`config.mk`:
```
export PLATFORM = sky130hd
export DESIGN_NAME = twiddle_seq_flat
export DESIGN_NICKNAME = d
export VERILOG_FILES = /design/src/rtl/twiddle_if.sv /design/src/rtl/twiddle_seq.sv /design/src/flat_wrapper.sv
export SDC_FILE = /design/constraint.sdc
export NUM_CORES = 1
export LEC_CHECK = 0
export BUFFER_PORTS_ARGS = -buffer_cell sky130_fd_sc_hd__buf_2
export CORE_UTILIZATION = 50
export DETAILED_ROUTE_END_ITERATION = 10
export HOLD_SLACK_MARGIN = 0.03
export PLACE_DENSITY = 0.68
export SLEW_MARGIN = 15
export SYNTH_ARGS = -nofsm -noshare
export SYNTH_HDL_FRONTEND = slang
export SYNTH_SLANG_ARGS = --single-unit
export TNS_END_PERCENT = 100
```
`constraint.sdc`:
```
create_clock -name clk -period 2.7 [get_ports clk]
set_input_delay 0.54 -clock clk [delete_from_list [all_inputs] [get_ports clk]]
set_output_delay 0.54 -clock clk [all_outputs]
set_load 0.05 [all_outputs]
```
`src/rtl/twiddle_if.sv`:
```
// Twiddle stream from the sequencer to the twiddle multiplier.
// Valid/ready handshake plus the twiddle value and its stage/exponent tags.
interface twiddle_if #(
   parameter int N    = 64,
   parameter int TW_W = 10
);
   localparam int LOGN = $clog2(N);

   logic                     tw_valid;
   logic                     tw_ready;
   logic signed [TW_W-1:0]   w_r;
   logic signed [TW_W-1:0]   w_i;
   logic [$clog2(LOGN)-1:0]  tw_stage;
   logic [LOGN-2:0]          tw_k;
   logic                     tw_last;

   modport master (
      output tw_valid, w_r, w_i, tw_stage, tw_k, tw_last,
      input  tw_ready
   );

   modport slave (
      input  tw_valid, w_r, w_i, tw_stage, tw_k, tw_last,
      output tw_ready
   );
endinterface

```
`src/rtl/twiddle_seq.sv`:
```
// Twiddle-factor sequencer for the radix-2 DIF FFT: emits W_N^k stage by stage in
// butterfly order from a quarter-wave cosine table, with optional conjugation for the IFFT.
//
// state | meaning
// IDLE  | waiting for start, counters at zero
// RUN   | issuing indices into the three-stage pipeline
// FLUSH | last index issued, draining until tw_last is accepted
module twiddle_seq #(
   parameter int N    = 64,
   parameter int TW_W = 10
) (
   input  logic clk,
   input  logic rst,
   input  logic start,
   input  logic inverse,
   output logic busy,
   output logic done,
   twiddle_if.master tw
);

   localparam int LOGN = $clog2(N);
   localparam int S_W  = $clog2(LOGN);
   localparam int K_W  = LOGN - 1;
   localparam int A_W  = LOGN - 2;
   localparam int Q    = N / 4;
   localparam int FRAC = 28;

   // Cosine table C[0..N/4] built at elaboration with fixed-point Taylor series,
   // rounded half away from zero to TW_W bits with 2 integer bits.
   function automatic logic [(Q+1)*TW_W-1:0] build_rom();
      logic [(Q+1)*TW_W-1:0] img;
      longint x, x2, term, acc, v;
      img = '0;
      for (int i = 0; i <= Q; i++) begin
         x    = (longint'(i) * 64'sd1686629713) / longint'(N);
         x2   = (x * x) >>> FRAC;
         term = 64'sd1 <<< FRAC;
         acc  = term;
         for (int n = 1; n <= 12; n++) begin
            term = -((term * x2) >>> FRAC) / longint'((2*n - 1) * (2*n));
            acc  = acc + term;
         end
         v = acc * (64'sd1 <<< (TW_W - 2));
         if (v >= 0) v = (v + (64'sd1 <<< (FRAC - 1))) >>> FRAC;
         else        v = -((-v + (64'sd1 <<< (FRAC - 1))) >>> FRAC);
         img[i*TW_W +: TW_W] = v[TW_W-1:0];
      end
      return img;
   endfunction

   localparam logic [(Q+1)*TW_W-1:0] ROM_IMG = build_rom();

   function automatic logic signed [TW_W-1:0] rom_rd(input logic [A_W:0] idx);
      return ROM_IMG[int'(idx)*TW_W +: TW_W];
   endfunction

   typedef enum logic [1:0] {IDLE, RUN, FLUSH} state_t;

   state_t              state;
   logic [S_W-1:0]      s_cnt;
   logic [K_W-1:0]      b_cnt;
   logic                inv_q;

   logic                en, cnt_last, issue;
   logic [K_W-1:0]      k_mask, k_next;

   logic                p0_valid, p0_quad, p0_inv, p0_last;
   logic [S_W-1:0]      p0_stage;
   logic [K_W-1:0]      p0_k;
   logic [A_W-1:0]      p0_a;

   logic                p1_valid, p1_quad, p1_inv, p1_last;
   logic [S_W-1:0]      p1_stage;
   logic [K_W-1:0]      p1_k;
   logic signed [TW_W-1:0] rom_x, rom_y;

   logic signed [TW_W-1:0] wi_mag, wr_nxt, wi_nxt;

   always_comb begin
      en       = !tw.tw_valid || tw.tw_ready;
      cnt_last = (s_cnt == S_W'(LOGN - 1)) && (b_cnt == K_W'(N/2 - 1));
      issue    = (state == IDLE && start) || (state == RUN);
      k_mask   = K_W'((N >> (int'(s_cnt) + 1)) - 1);
      k_next   = K_W'((b_cnt & k_mask) << s_cnt);
      // rom_x = C[k mod N/4], rom_y = C[N/4 - k mod N/4]
      wi_mag   = p1_quad ? rom_x : rom_y;
      wr_nxt   = p1_quad ? -rom_y : rom_x;
      wi_nxt   = p1_inv ? wi_mag : -wi_mag;
   end

   always_ff @(posedge clk) begin
      if (rst) begin
         state <= IDLE;
         s_cnt <= '0;
         b_cnt <= '0;
         inv_q <= 1'b0;
         busy  <= 1'b0;
         done  <= 1'b0;
      end else begin
         done <= 1'b0;
         case (state)
            IDLE: if (start) begin
               state <= RUN;
               busy  <= 1'b1;
               inv_q <= inverse;
               b_cnt <= K_W'(1);
            end
            RUN: if (en) begin
               if (cnt_last) begin
                  state <= FLUSH;
                  s_cnt <= '0;
                  b_cnt <= '0;
               end else if (b_cnt == K_W'(N/2 - 1)) begin
                  b_cnt <= '0;
                  s_cnt <= s_cnt + S_W'(1);
               end else begin
                  b_cnt <= b_cnt + K_W'(1);
               end
            end
            FLUSH: if (tw.tw_valid && tw.tw_ready && tw.tw_last) begin
               state <= IDLE;
               busy  <= 1'b0;
               done  <= 1'b1;
            end
            default: state <= IDLE;
         endcase
      end
   end

   always_ff @(posedge clk) begin
      if (rst) begin
         p0_valid    <= 1'b0;
         p0_quad     <= 1'b0;
         p0_inv      <= 1'b0;
         p0_last     <= 1'b0;
         p0_stage    <= '0;
         p0_k        <= '0;
         p0_a        <= '0;
         p1_valid    <= 1'b0;
         p1_quad     <= 1'b0;
         p1_inv      <= 1'b0;
         p1_last     <= 1'b0;
         p1_stage    <= '0;
         p1_k        <= '0;
         rom_x       <= '0;
         rom_y       <= '0;
         tw.tw_valid <= 1'b0;
         tw.w_r      <= '0;
         tw.w_i      <= '0;
         tw.tw_stage <= '0;
         tw.tw_k     <= '0;
         tw.tw_last  <= 1'b0;
      end else if (en) begin
         p0_valid    <= issue;
         p0_stage    <= s_cnt;
         p0_k        <= k_next;
         p0_quad     <= k_next[K_W-1];
         p0_a        <= k_next[A_W-1:0];
         p0_last     <= issue && cnt_last;
         p0_inv      <= (state == IDLE) ? inverse : inv_q;

         p1_valid    <= p0_valid;
         p1_quad     <= p0_quad;
         p1_inv      <= p0_inv;
         p1_last     <= p0_last;
         p1_stage    <= p0_stage;
         p1_k        <= p0_k;
         rom_x       <= rom_rd({1'b0, p0_a});
         rom_y       <= rom_rd((A_W+1)'(Q) - {1'b0, p0_a});

         tw.tw_valid <= p1_valid;
         tw.w_r      <= wr_nxt;
         tw.w_i      <= wi_nxt;
         tw.tw_stage <= p1_stage;
         tw.tw_k     <= p1_k;
         tw.tw_last  <= p1_last;
      end
   end

endmodule

```
`src/flat_wrapper.sv`:
```
// flat-port wrapper written by rule: the top's interface ports become plain ports
module twiddle_seq_flat 
#(
   parameter int N    = 64,
   parameter int TW_W = 10
)
  (clk, rst, start, inverse, busy, done, tw_tw_valid, tw_w_r, tw_w_i, tw_tw_stage, tw_tw_k, tw_tw_last, tw_tw_ready);
  twiddle_if #(.N(N), .TW_W(TW_W)) tw_i ();
  input  logic clk;
  input  logic rst;
  input  logic start;
  input  logic inverse;
  output logic busy;
  output logic done;
  output wire logic [$bits(tw_i.tw_valid)-1:0] tw_tw_valid;
  output wire logic [$bits(tw_i.w_r)-1:0] tw_w_r;
  output wire logic [$bits(tw_i.w_i)-1:0] tw_w_i;
  output wire logic [$bits(tw_i.tw_stage)-1:0] tw_tw_stage;
  output wire logic [$bits(tw_i.tw_k)-1:0] tw_tw_k;
  output wire logic [$bits(tw_i.tw_last)-1:0] tw_tw_last;
  input wire logic [$bits(tw_i.tw_ready)-1:0] tw_tw_ready;
  assign tw_tw_valid = tw_i.tw_valid;
  assign tw_w_r = tw_i.w_r;
  assign tw_w_i = tw_i.w_i;
  assign tw_tw_stage = tw_i.tw_stage;
  assign tw_tw_k = tw_i.tw_k;
  assign tw_tw_last = tw_i.tw_last;
  assign tw_i.tw_ready = tw_tw_ready;
  twiddle_seq #(.N(N), .TW_W(TW_W)) u_core (.clk(clk), .rst(rst), .start(start), .inverse(inverse), .busy(busy), .done(done), .tw(tw_i));
endmodule
```
### After elaboration in Yosys (flattened, before gate mapping)

Cells that the tools add are included.

* input bits: 5
* flip-flop bits (word level): 91
* logic and storage cells: 88
* output and inout port bits: 32

* bitwise operators: 2
* reduce and logical (&&, ||, !) cells: 18
* eq/ne operators: 8
* shift operators: 4
* multipliers: 2
* add/subtract/negate cells: 7
* multiplexer cells: 20

Operators by type and width (number)
* $shiftx A170 B32 Y10 const A: 2
* $shr A7 B32 Y5 const A: 1
* $mux W10: 3
* $mux W5: 4
* $neg A10 Y10: 2
* $pmux W5 S2: 1
* $reduce_and A3 Y1: 3
* $mul A5 B3 Y8 const B: 1
* $mux W2: 4
* $mul A4 B3 Y7 const B: 1
* $mux W3: 2
* $ne A2 B1 Y1 const B: 3
* $pmux W2 S3: 1
* $reduce_bool A2 Y1: 3
* $add A5 B1 Y5 const B: 1
* $and A5 B5 Y5: 1
* $eq A5 B5 Y1 const B: 1
* $logic_and A1 B1 Y1: 5
* $shl A5 B3 Y5: 1
* $sub A5 B2 Y5 const B: 1
* $sub A5 B4 Y5 const A: 1
* $add A3 B1 Y4 const B: 1
* $mux W1: 4
* $reduce_and A4 Y1: 1
* other kinds (12): 13

### Depth between registers and ports, before layout

Gate-level depths: netlist (run 1).

* depth after elaboration: 5
* mapped depth: 9
* depth with buffers taken out: 8

### Worst setup path after synthesis (run 1)

OpenSTA, ideal clock, no wires.

* path type: register to register
* start: register u_core.p0_a[1]
* end: register u_core.rom_y[2]
* slack: 361 ps
* setup time: 117 ps
* cell stages (with the launch flop): 10
* clock period less this slack: 2339 ps
* data required time: 2583 ps
* buffers on the path: 2
* data arrival time: 2221 ps
* path through: dfxtp_1 -> clkbuf_1 -> inv_1 -> ha_1 -> ha_1 -> clkbuf_1 -> o21a_1 -> o31ai_1 -> o31ai_1 -> a32o_1

* word-level cells in the longest chain between the ends: 3

RTL lines
* start, declared: line twiddle_seq.sv:70 `logic [A_W-1:0] p0_a;`
* start signal, assigned: line twiddle_seq.sv:158 `p0_a <= k_next[A_W-1:0];`
* $sub A5 B4 Y5: line twiddle_seq.sv:169 `rom_y <= rom_rd((A_W+1)'(Q) - {1'b0, p0_a});`
* $mul A5 B3 Y8: line twiddle_seq.sv:54 `return ROM_IMG[int'(idx)*TW_W +: TW_W];`
* $shiftx A170 B32 Y10: line twiddle_seq.sv:54
* end signal, assigned: line twiddle_seq.sv:169
* end, declared: line twiddle_seq.sv:75 `logic signed [TW_W-1:0] rom_x, rom_y;`

Every way passes these cells.
A chain may end at the register's enable or synchronous reset.

### Worst setup path in the final report (run 1)

* start: register u_core.b_cnt[0]
* end: register u_core.b_cnt[2]

* word-level cells in the longest chain between the ends: 5
* elaborated cells between the ends (all ways): 7
* those cells by class: 1 x add/sub; 1 x eq/ne; 4 x mux; 1 x reduce/logical

RTL lines
* start, declared: line twiddle_seq.sv:61 `logic [K_W-1:0] b_cnt;`
* start signal, assigned: line twiddle_seq.sv:117 `b_cnt <= b_cnt + K_W'(1);`
* $add A5 B1 Y5 or $eq A5 B5 Y1 (tied branches): line twiddle_seq.sv:117, twiddle_seq.sv:81, twiddle_seq.sv:113
* $mux W5 or $logic_and A1 B1 Y1 (tied branches): line twiddle_seq.sv:113, twiddle_seq.sv:81
* $mux W5 *: line twiddle_seq.sv:109 `if (cnt_last) begin`
* $mux W5 *: line twiddle_seq.sv:108 `RUN: if (en) begin`
* $pmux W5 S2 *: line twiddle_seq.sv:101 `case (state)`

Mark *: on every way between the ends. The rest lies on a longest branch, timed or not. The select of a mux whose other input is x is not followed.

==> results of run 1 <==
## cells by family (layout without fill, tap and decap cells)
| kind of cell | after synthesis | count (layout) | synth area share, % |
|---|---|---|---|
| fa+ha+maj | 20 | 20 | 5.44 |
| compound gates | 151 | 151 | 21.3 |
| mux | 23 | 23 | 6.04 |
| buf+inv | 67 | 90 | 5.76 |
| xor+xnor | 8 | 8 | 1.54 |
| flops | 83 | 83 | 36.5 |
| simple gates | 223 | 223 | 23.4 |
## stage by stage
step                      setup slack (ns)  util, %
final                                0.563     57.5
after global routing                 0.396     57.5
after CTS                            0.566     57.5
after detailed placement             0.585     55.1
after global placement               0.648     55.1
after floorplan                      0.361        -
## layout by cell type, fill, tap and decap left out, drive strengths merged, types with 4 or more instances in the layout
cell type	n
or3	8
nand3b	6
inv	24
a31oi	7
buf	54
xnor2	6
or3b	5
nor3b	5
nor2	47
o211ai	7
nand2	85
a22oi	4
o22ai	4
mux2i	17
dfxtp	83
o21bai	4
a211oi	13
nand2b	5
ha	19
clkbuf	9
nand3	14
o2111ai	5
a21oi	54
nor2b	6
nor3	23
o31ai	7
o21ai	20
## routing by layer
layer  wire, µm  GRT usage (%)
met1       5150           31.0
met2       5470           41.2
met3        448           4.32
met4        146           7.69
met5          0              0
## tightest hold or removal path, cell delays in order
cell	delay (ns)
buf_2	0.09
mux2i_1	0.06
nor2_1	0.08
## report_power, final
group	total (W)	switching, W	internal [W]
combinational	0.000378	0.000246	0.000132
clock	0.000959	0.000516	0.000443
sequential	0.00131	0.0000445	0.00127
## cell usage after synthesis, types with 4 or more instances
cell type,instances,share of area [%]
a211oi_1,13,2.1
a21oi_1,54,5.9
a22oi_1,4,0.66
a31oi_1,7,0.96
buf_1,8,0.66
clkbuf_1,35,2.9
dfxtp_1,83,36
ha_1,19,5.2
inv_1,20,1.6
mux2i_1,17,3.7
nand2_1,85,7.0
nand2b_1,5,0.69
nand3_1,14,1.5
nand3b_1,6,0.99
nor2_1,47,3.9
nor2b_1,6,0.82
nor3_1,23,2.5
nor3b_1,5,0.82
o2111ai_1,5,0.96
o211ai_1,7,1.2
o21ai_0,20,2.2
o21bai_1,4,0.66
o22ai_1,4,0.55
o31ai_1,7,1.2
or3_1,8,1.1
or3b_2,5,0.96
xnor2_1,6,1.2
## worst paths after layout
path / from / to / depth (start not counted)
setup / recovery: u_core.b_cnt[0]$_SDFFE_PP0P_ / u_core.b_cnt[2]$_SDFFE_PP0P_ / 7
hold / removal: inverse / u_core.inv_q$_SDFFE_PP0P_ / 3
setup reg to reg: u_core.b_cnt[0]$_SDFFE_PP0P_ / u_core.b_cnt[2]$_SDFFE_PP0P_ / 7
hold reg to reg: u_core.tw.tw_k[0]$_SDFFE_PP0N_ / u_core.tw.tw_k[0]$_SDFFE_PP0N_ / 2
## registers in the layout, summed over array words and instances, names as in the netlist, 2 cells and up
name                cells
u_core.tw.w_i          10
u_core.tw.w_r          10
u_core.rom_x            9
u_core.rom_y            9
u_core.b_cnt            5
u_core.p1_k             5
u_core.tw.tw_k          5
u_core.p0_a             3
u_core.p0_stage         3
u_core.p1_stage         3
u_core.s_cnt            3
u_core.tw.tw_stage      3
u_core.p0_k             2
u_core.state            2
## layout make-up
cell class	instances	area, µm²	share of cell area (%)
clock inverter	7	80.1	1.59
clock buffer	9	124	2.46
tap	108	135	2.68
inverter	20	75.1	1.49
sequential	83	1660	33.0
multi-input combinational	425	2640	52.5
timing repair buffer	54	315	6.26
==> results.md, run 1 <==
* Status: finished clean
* YS warnings at 0
* Final setup viols at 0
* 1st-iter DRT viols at 286
* Final critical-path share of the clock period at roughly four fifths
* Total Wirelength at 11.2 mm
* DRC Markers at 0
* CTS H-Tree Depth at 3
* Area of the die at 9500 µm²
* Vias at ~4,200
* Unique masters post-synth at 59
* Clock latency on the worst-skew pair at ~0.36 ns
* TritonCTS buffer count at 9
* Post-synth ARST share at 0%
* Slew Viols, Final at 0
* Peak Freq at around 470 MHz
* Slack of the worst reg-to-reg path at 0.56 ns
* Cell count after synthesis at 575
* Post-synthesis average cell area at 7.93 µm²
* Overall routing resource usage at 24.2%
* # nets final at 617
* Worst-path clk slew at roughly 0.090 ns
* Worst path bufs/invs at 0
* Tot Pwr at around 0.0026 W
* Port bufs at 36
* PostCTS Resize Cnt at 0
* Syn nets at 599
* Post-synth EDFFs at 0
* Post-layout min period at 2.14 ns
* Initial core utilization at 52.0%
* Required time worst endpoint at 2.99 ns
* I/O Pins at 37
* CP Max Fanout at 7
* Drt wl/cell at 15.9 µm
* DP Cell Count at 690
* Pre-antenna DRT Iters at 5
* Fraction of layout cells with a size suffix above 1 at 14.7%
* Final ANT Viol Nets at 0
* CP max stage cell: or3b_2
* Max-cap violations at 0
* Global-route wire length before repair at 18.9 mm
* Leakage at 1.95 nW
* WHS at 0.441 ns
* Initial antenna violation count at 0
* Row Count at 34
* Die Span Y at 97.5 µm
* DP Area at 4830 µm²
* Post-synthesis sequential area ratio at roughly 36%
* Hold buffer count at cts at 0
* PwrDens at approximately 530 nW/µm²
* WP data arrival at ~2.4 ns
* Worst setup SP type: flop
* Slew headroom at 47.8%
* CTS tree: built
* CTS Buffer Depth at 2
* Post-route cell area at 5030 µm²
* Critical path capture point type: flop
* Setup TNS at 0 ns
* Clock Skews at 0.00878 ns
* Largest net degree at the start of global routing at 43
* Gpl congestion at 0.869
* Crit path cell chain: ha_1 > and3_1 > ha_1 > or3b_2 > a211oi_1 > nand3_1 > a21oi_1
* Top_reg_cell synth: dfxtp_1
* Vias in the first global route at 3,919
* Grt ovf at 0
* Ant. Diodes at 0
* Hpwl dp at about 7.9 mm
* Crit-path max cell delay at 0.47 ns
* Postcts setup bufs at 0
* CP Class: flop to flop
* Clk sinks at between 80 and 90
* Core box area at 8760 µm²
* RSZ-0062 raised after global routing: no
* Drt via density at 5.92
* Maximum VDD drop at about 0.00028 V
* CTS root buffer: clkbuf_8
* Worst min path class: primary input to flop
* Most used cell, CP: ha_1
* Post-Synthesis Cell Area at approximately 4600 µm²
* Area growth syn-to-layout at 10.5%
* Final-report hold violation count at 0
* Slew @ Worst Pin at 0.781 ns
* Layout Cells excl Fill at 706
* Die Wd at 97.5 µm
* Crit path max-delay family: simple AND/OR/NAND/NOR gates
* Flops & latches, synth at 83
* # fillers at 840
Power figures use the tool's default switching activity.
==> run 2, diff against run 1 <==
==> constraint.sdc (replaced) <==
create_clock -name clk -period 2.2 [get_ports clk]
set_input_delay 0.44 -clock clk [delete_from_list [all_inputs] [get_ports clk]]
set_output_delay 0.44 -clock clk [all_outputs]
set_load 0.05 [all_outputs]
==> results.md, run 2 (synthesis results as in run 1) <==
* Setup TNS at 0 ns (unchanged)
* Area growth syn-to-layout at 12.6%
* PostCTS Resize Cnt at 0 (unchanged)
* Row Count at 34 (unchanged)
* Final ANT Viol Nets at 0 (unchanged)
* Total Wirelength at 11.4 mm (+1.5%)
* Fraction of layout cells with a size suffix above 1 at 16.7% (+2.0 points)
* Tot Pwr at 0.00324 W (+23%)
* Leading cell type in the layout, fill and taps excluded: nand2_1
* WHS at 0.346 ns (-0.0958 ns)
* Die Wd at 97.5 µm (unchanged)
* Initial core utilization at 52.0% (unchanged)
* 1st-iter DRT viols at 276 (-3.5%)
* WP data arrival at 2.36 ns (-0.07 ns)
* Drt via density at 5.90 (-0.28%)
* Final critical-path share of the clock period at 94.0% (+15 points)
* Status: finished clean
* Worst min path class: primary input to flop
* Final worst slack at 0.132 ns (-0.431 ns)
* DRC Markers at 0 (unchanged)
* Worst path bufs/invs at 0 (unchanged)
* Postcts setup bufs at 0 (unchanged)
* Gpl congestion at 0.906 (+4.2%)
* Layout Cells excl Fill at 718 (+1.7%)
* Grt ovf at 0 (unchanged)
* Hold_sp: inverse
* Die Span Y at 97.5 µm (unchanged)
* CTS Buffer Depth at 2 (unchanged)
* TritonCTS buffer count at 9 (unchanged)
* Hold path endpoint: u_core.inv_q$_SDFFE_PP0P_
* Required time worst endpoint at 2.49 ns (-0.50 ns)
* I/O Pins at 37 (unchanged)
* Clk sinks at 83 (unchanged)
* Peak Freq at 484 MHz (+3.3%)
* PwrDens at 632 nW/µm² (+20%)
* Register-to-Register Path Depth at 7 (unchanged)
* Hpwl dp at 8.12 mm (+2.1%)
* CTS tree: built
* Vias at 4,236 (+1.4%)
* Port bufs at 36 (unchanged)
* Ant. Diodes at 0 (unchanged)
* CP max stage cell: or3b_2
* Vias in the first global route at 3,927 (+0.20%)
* Final setup viols at 0 (unchanged)
* CP Max Fanout at 7 (unchanged)
* Slack of the worst reg-to-reg path at 0.13 ns (-0.43 ns)
* Worst setup SP type: flop
* CTS H-Tree Depth at 3 (unchanged)
* Max-cap violations at 0 (unchanged)
* Overall routing resource usage at 24.5% (+0.27 points)
* Area of the die at 9500 µm² (unchanged)
* Hold buffer count at cts at 0 (unchanged)
* Slew Viols, Final at 0 (unchanged)
* Crit path cell chain: ha_1 > and3_1 > ha_1 > or3b_2 > a211oi_2 > nand3_1 > a21oi_1
* Core box area at 8760 µm² (unchanged)
* Post-layout min period at 2.07 ns (-0.0692 ns)
* DP Worst Slack at 0.102 ns (-0.483 ns)
* Maximum VDD drop at 0.000310 V (+9.1%)
* CP Class: flop to flop
* Initial antenna violation count at 0 (unchanged)
* Drt wl/cell at 15.9 µm (-0.18%)
* Slew headroom at 47.7% (-0.087 points)
* Leakage at 2.01 nW (+2.9%)
* Critical R2R Launch: u_core.b_cnt[0]$_SDFFE_PP0P_
* Largest net degree at the start of global routing at 43 (unchanged)
* Clock Skews at 0.0192 ns (+0.0104 ns)
* Pre-antenna DRT Iters at 4 (-1)
* Final-report hold violation count at 0 (unchanged)
* CTS root buffer: clkbuf_8
* RSZ-0062 raised after global routing: no
* Crit-path max cell delay at 0.49 ns (+0.02 ns)
* Worst-path clk slew at 0.09 ns (about the same)
* # fillers at 806 (-4.0%)
* Most frequent cells in the layout: nand2_1 (85), dfxtp_1 (82), a21oi_1 (54)
* Clock latency on the worst-skew pair at 0.36 ns (about the same)
* Reg2reg end: u_core.b_cnt[2]$_SDFFE_PP0P_
* Critical path capture point type: flop
* Global-route wire length before repair at 18.9 mm (-0.15%)
* Most used cell, CP: ha_1
* Largest regs: u_core.tw.w_i: 10 flops, u_core.tw.w_r: 10 flops
* Worst Hold Depth at 3 (unchanged)
* DP Cell Count at 702 (+1.7%)
* Crit path max-delay family: simple AND/OR/NAND/NOR gates
* # nets final at 629 (+1.9%)
* Slew @ Worst Pin at 0.782 ns (+0.00130 ns)
run 2: cell count changes in the layout (fill, tap and decap cells not counted), sizes merged:
cell	previous run	this run
buf	54	66
run 2: cell type report:
type	count	area [µm²]	area share [%]
multi-input combinational	425	2650	51.6
sequential	83	1660	32.4
timing repair buffer	66	405	7.90
tap	108	135	2.63
clock buffer	9	124	2.41
clock inverter	7	80.1	1.56
inverter	20	75.1	1.46
run 2: layer usage:
metal / up-vias / track usage [%] / share of wire [%]
met5: - / 0 / 0
met4: 0 / 9.95 / 2.0
met3: 17 / 4.17 / 4.2
met2: 111 / 42.0 / 49
met1: 1998 / 30.4 / 45
li1: 2110 / - / -
run 2: worst max path at each step:
stage	slack [ns]	startpoint	end	cells after the start
2_1_floorplan	0.03	u_core.p0_a[0]$_SDFFE_PP0N_	u_core.rom_y[2]$_SDFFE_PP0N_	9
3_3_place_gp	0.17	u_core.b_cnt[0]$_SDFFE_PP0P_	u_core.b_cnt[2]$_SDFFE_PP0P_	7
3_5_place_dp	0.10	u_core.b_cnt[0]$_SDFFE_PP0P_	u_core.b_cnt[2]$_SDFFE_PP0P_	7
4_1_cts	0.07	u_core.b_cnt[0]$_SDFFE_PP0P_	u_core.b_cnt[2]$_SDFFE_PP0P_	7
5_1_grt	0.009	u_core.b_cnt[0]$_SDFFE_PP0P_	u_core.b_cnt[2]$_SDFFE_PP0P_	7
6_report	0.13	u_core.b_cnt[0]$_SDFFE_PP0P_	u_core.b_cnt[2]$_SDFFE_PP0P_	7
run 2: through the flow:
step | area, µm² | util [%]
2_1_floorplan | 4570 | -
3_3_place_gp | 4920 | 56.2
3_5_place_dp | 4920 | 56.2
4_1_cts | 5130 | 58.5
5_1_grt | 5130 | 58.6
6_report | 5130 | 58.6
run 2: tightest hold or removal path, delay by kind of cell:
kind	cells	cell delay, ns
buffers and inverters	1	0.09
muxes	1	0.07
and+or+nand+nor	1	0.07
run 2: where the power goes:
group          switching, W  internal (W)  leakage, nW  total (W)
clock              0.000619      0.000543        0.103    0.00116
combinational      0.000306      0.000169         1.23   0.000475
sequential        0.0000529       0.00155        0.675    0.00161
total              0.000978       0.00227         2.01    0.00324
==> run 3, diff against run 2 <==
==> constraint.sdc (replaced) <==
create_clock -name clk -period 2.2 [get_ports clk]
set_input_delay 0.22 -clock clk [delete_from_list [all_inputs] [get_ports clk]]
set_output_delay 0.22 -clock clk [all_outputs]
set_load 0.05 [all_outputs]
==> results.md, run 3 (synthesis results as in run 1) <==
* Maximum VDD drop at 0.000284 V (-8.6%)
* Max-cap violations at 0 (unchanged)
* TritonCTS buffer count at 9 (unchanged)
* Postcts setup bufs at 0 (unchanged)
* Clock Skews at 0.0155 ns (-0.00371 ns)
* RSZ-0062 raised after global routing: no
* Clk sinks at 83 (unchanged)
* Slew @ Worst Pin at 0.813 ns (+0.0315 ns)
* Clock Power Share at 36.1% (+0.3 points)
* DRC Markers at 0 (unchanged)
* # fillers at 824 (+2.2%)
* Register area at 1660 µm² (about the same)
* Die Span Y at 97.5 µm (unchanged)
* Overall routing resource usage at 24.1% (-0.38 points)
* Final setup viols at 0 (unchanged)
* DP Area at 4890 µm² (-0.56%)
* Vias in the first global route at 3,830 (-2.5%)
* Fin util at 58.5% (-0.10 points)
* Leading cell type in the layout, fill and taps excluded: nand2_1
* Final ANT Viol Nets at 0 (unchanged)
* Fraction of layout cells with a size suffix above 1 at 16.1% (-0.64 points)
* CTS root buffer: clkbuf_8
* Vias at 4,094 (-3.4%)
* Ant. Diodes at 0 (unchanged)
* Port bufs at 36 (unchanged)
* Required time worst endpoint at 2.44 ns (-0.05 ns)
* CTS H-Tree Depth at 3 (unchanged)
* Comb power frac at 14.5% (about the same)
* CP Max Fanout at 7 (unchanged)
* Largest regs: u_core.tw.w_i: 10 flops, u_core.tw.w_r: 10 flops
* Internal at 0.00229 W (+1.2%)
* Post-layout min period at 2.05 ns (-0.0193 ns)
* Setup TNS at 0 ns (unchanged)
* Initial antenna violation count at 0 (unchanged)
* Initial core utilization at 52.0% (unchanged)
* Core box area at 8760 µm² (unchanged)
* Area growth syn-to-layout at 12.4%
* Worst-path clk slew at 0.09 ns (about the same)
* Sw frac at 29.5% (-0.62 points)
* Row Count at 34 (unchanged)
* # nets final at 622 (-1.1%)
* Grt ovf at 0 (unchanged)
* PwrDens at 635 nW/µm² (+0.50%)
* Total Wirelength at 11.1 mm (-2.5%)
* CTS Buffer Depth at 2 (unchanged)
* Post-route cell area at 5120 µm² (-0.17%)
* Global-route wire length before repair at 18.7 mm (-0.81%)
* Slew headroom at 45.6% (-2.1 points)
* CP Class: flop to flop
* Pre-antenna DRT Iters at 4 (unchanged)
* 1st-iter DRT viols at 257 (-6.9%)
* Register share of total power at 49.4% (about the same)
* WP data arrival at 2.29 ns (-0.07 ns)
* Largest net degree at the start of global routing at 82 (+91%)
* Area of the die at 9500 µm² (unchanged)
* Critical path capture point type: flop
* Clock latency on the worst-skew pair at 0.36 ns (about the same)
* Final-report hold violation count at 0 (unchanged)
* Worst min path class: primary input to flop
* Leakage at 1.99 nW (-1.1%)
* Drt via density at 5.76 (-2.4%)
* Most frequent cells in the layout: nand2_1 (85), dfxtp_1 (81), a21oi_1 (54)
* Status: finished clean
* DP Worst Slack at 0.113 ns (+0.0117 ns)
* I/O Pins at 37 (unchanged)
* Final worst slack at 0.151 ns (+0.0193 ns)
* Area of the multi-input gates at 2660 µm² (+0.47%)
* Peak Freq at 488 MHz (+0.94%)
* Worst setup SP type: flop
* CTS tree: built
* Tot Pwr at 0.00325 W (+0.33%)
* Die Wd at 97.5 µm (unchanged)
* Net Switching at 0.000961 W (-1.7%)
* Gpl congestion at 0.879 (-3.0%)
* Final critical-path share of the clock period at 93.1% (-0.88 points)
* Drt wl/cell at 15.6 µm (-1.5%)
* Hpwl dp at 7.82 mm (-3.6%)
* Slew Viols, Final at 0 (unchanged)
[run 3: path summary, 6_finish.rpt]
kind,start,endpoint,slack [ns],cells after the start
hold reg to reg,u_core.p1_last$_SDFFE_PP0N_,u_core.p1_last$_SDFFE_PP0N_,0.46,2
setup reg to reg,u_core.rom_y[0]$_SDFFE_PP0N_,u_core.tw.w_r[8]$_SDFFE_PP0N_,0.15,6
hold / removal,inverse,u_core.inv_q$_SDFFE_PP0P_,0.12,3
setup / recovery,u_core.rom_y[0]$_SDFFE_PP0N_,u_core.tw.w_r[8]$_SDFFE_PP0N_,0.15,6
[run 3: what timing repair did]
action,CTS,global route
endpoints found under the hold margin,0,0
endpoints found under the setup margin,0,5
resized for setup,0,4
hold buffers,0,0
[run 3: power groups by stage]
stage,clock network [W],registers (W),logic (W)
2_1_floorplan,0,0.00171,0.000280
3_3_place_gp,0,0.00164,0.000463
3_5_place_dp,0,0.00164,0.000465
4_1_cts,0.00121,0.00161,0.000466
5_1_grt,0.00126,0.00162,0.000516
6_report,0.00118,0.00161,0.000471
[run 3: layout make-up]
cell class,instances,area share [%]
Tap cell,108,2.64
Timing Repair Buffer,59,7.38
Inverter,20,1.47
Multi-Input combinational cell,425,52.0
Clock buffer,10,2.69
Clock inverter,6,1.39
Sequential cell,83,32.5
[run 3: routing by layer]
metal	track usage, %	wire length (µm)	up-vias
met2	41.6	5360	79
met1	30.7	5170	1908
met4	6.33	153	0
li1	-	-	2093
met5	0	0	-
met3	4.68	420	14
[run 3: metrics by stage]
stage	hold slack, ns	cells
3_5_place_dp	0.442	695
4_1_cts	0.107	711
5_1_grt	0.123	711
6_report	0.119	711
3_3_place_gp	0.436	695
2_1_floorplan	0.367	575
[run 3: critical path: stages (launching register included)]
cell	delay, ns
dfxtp_1	0.40
inv_1	0.09
ha_1	0.20
or4b_1	0.52
or3_1	0.37
a311oi_1	0.28
nor3_1	0.08
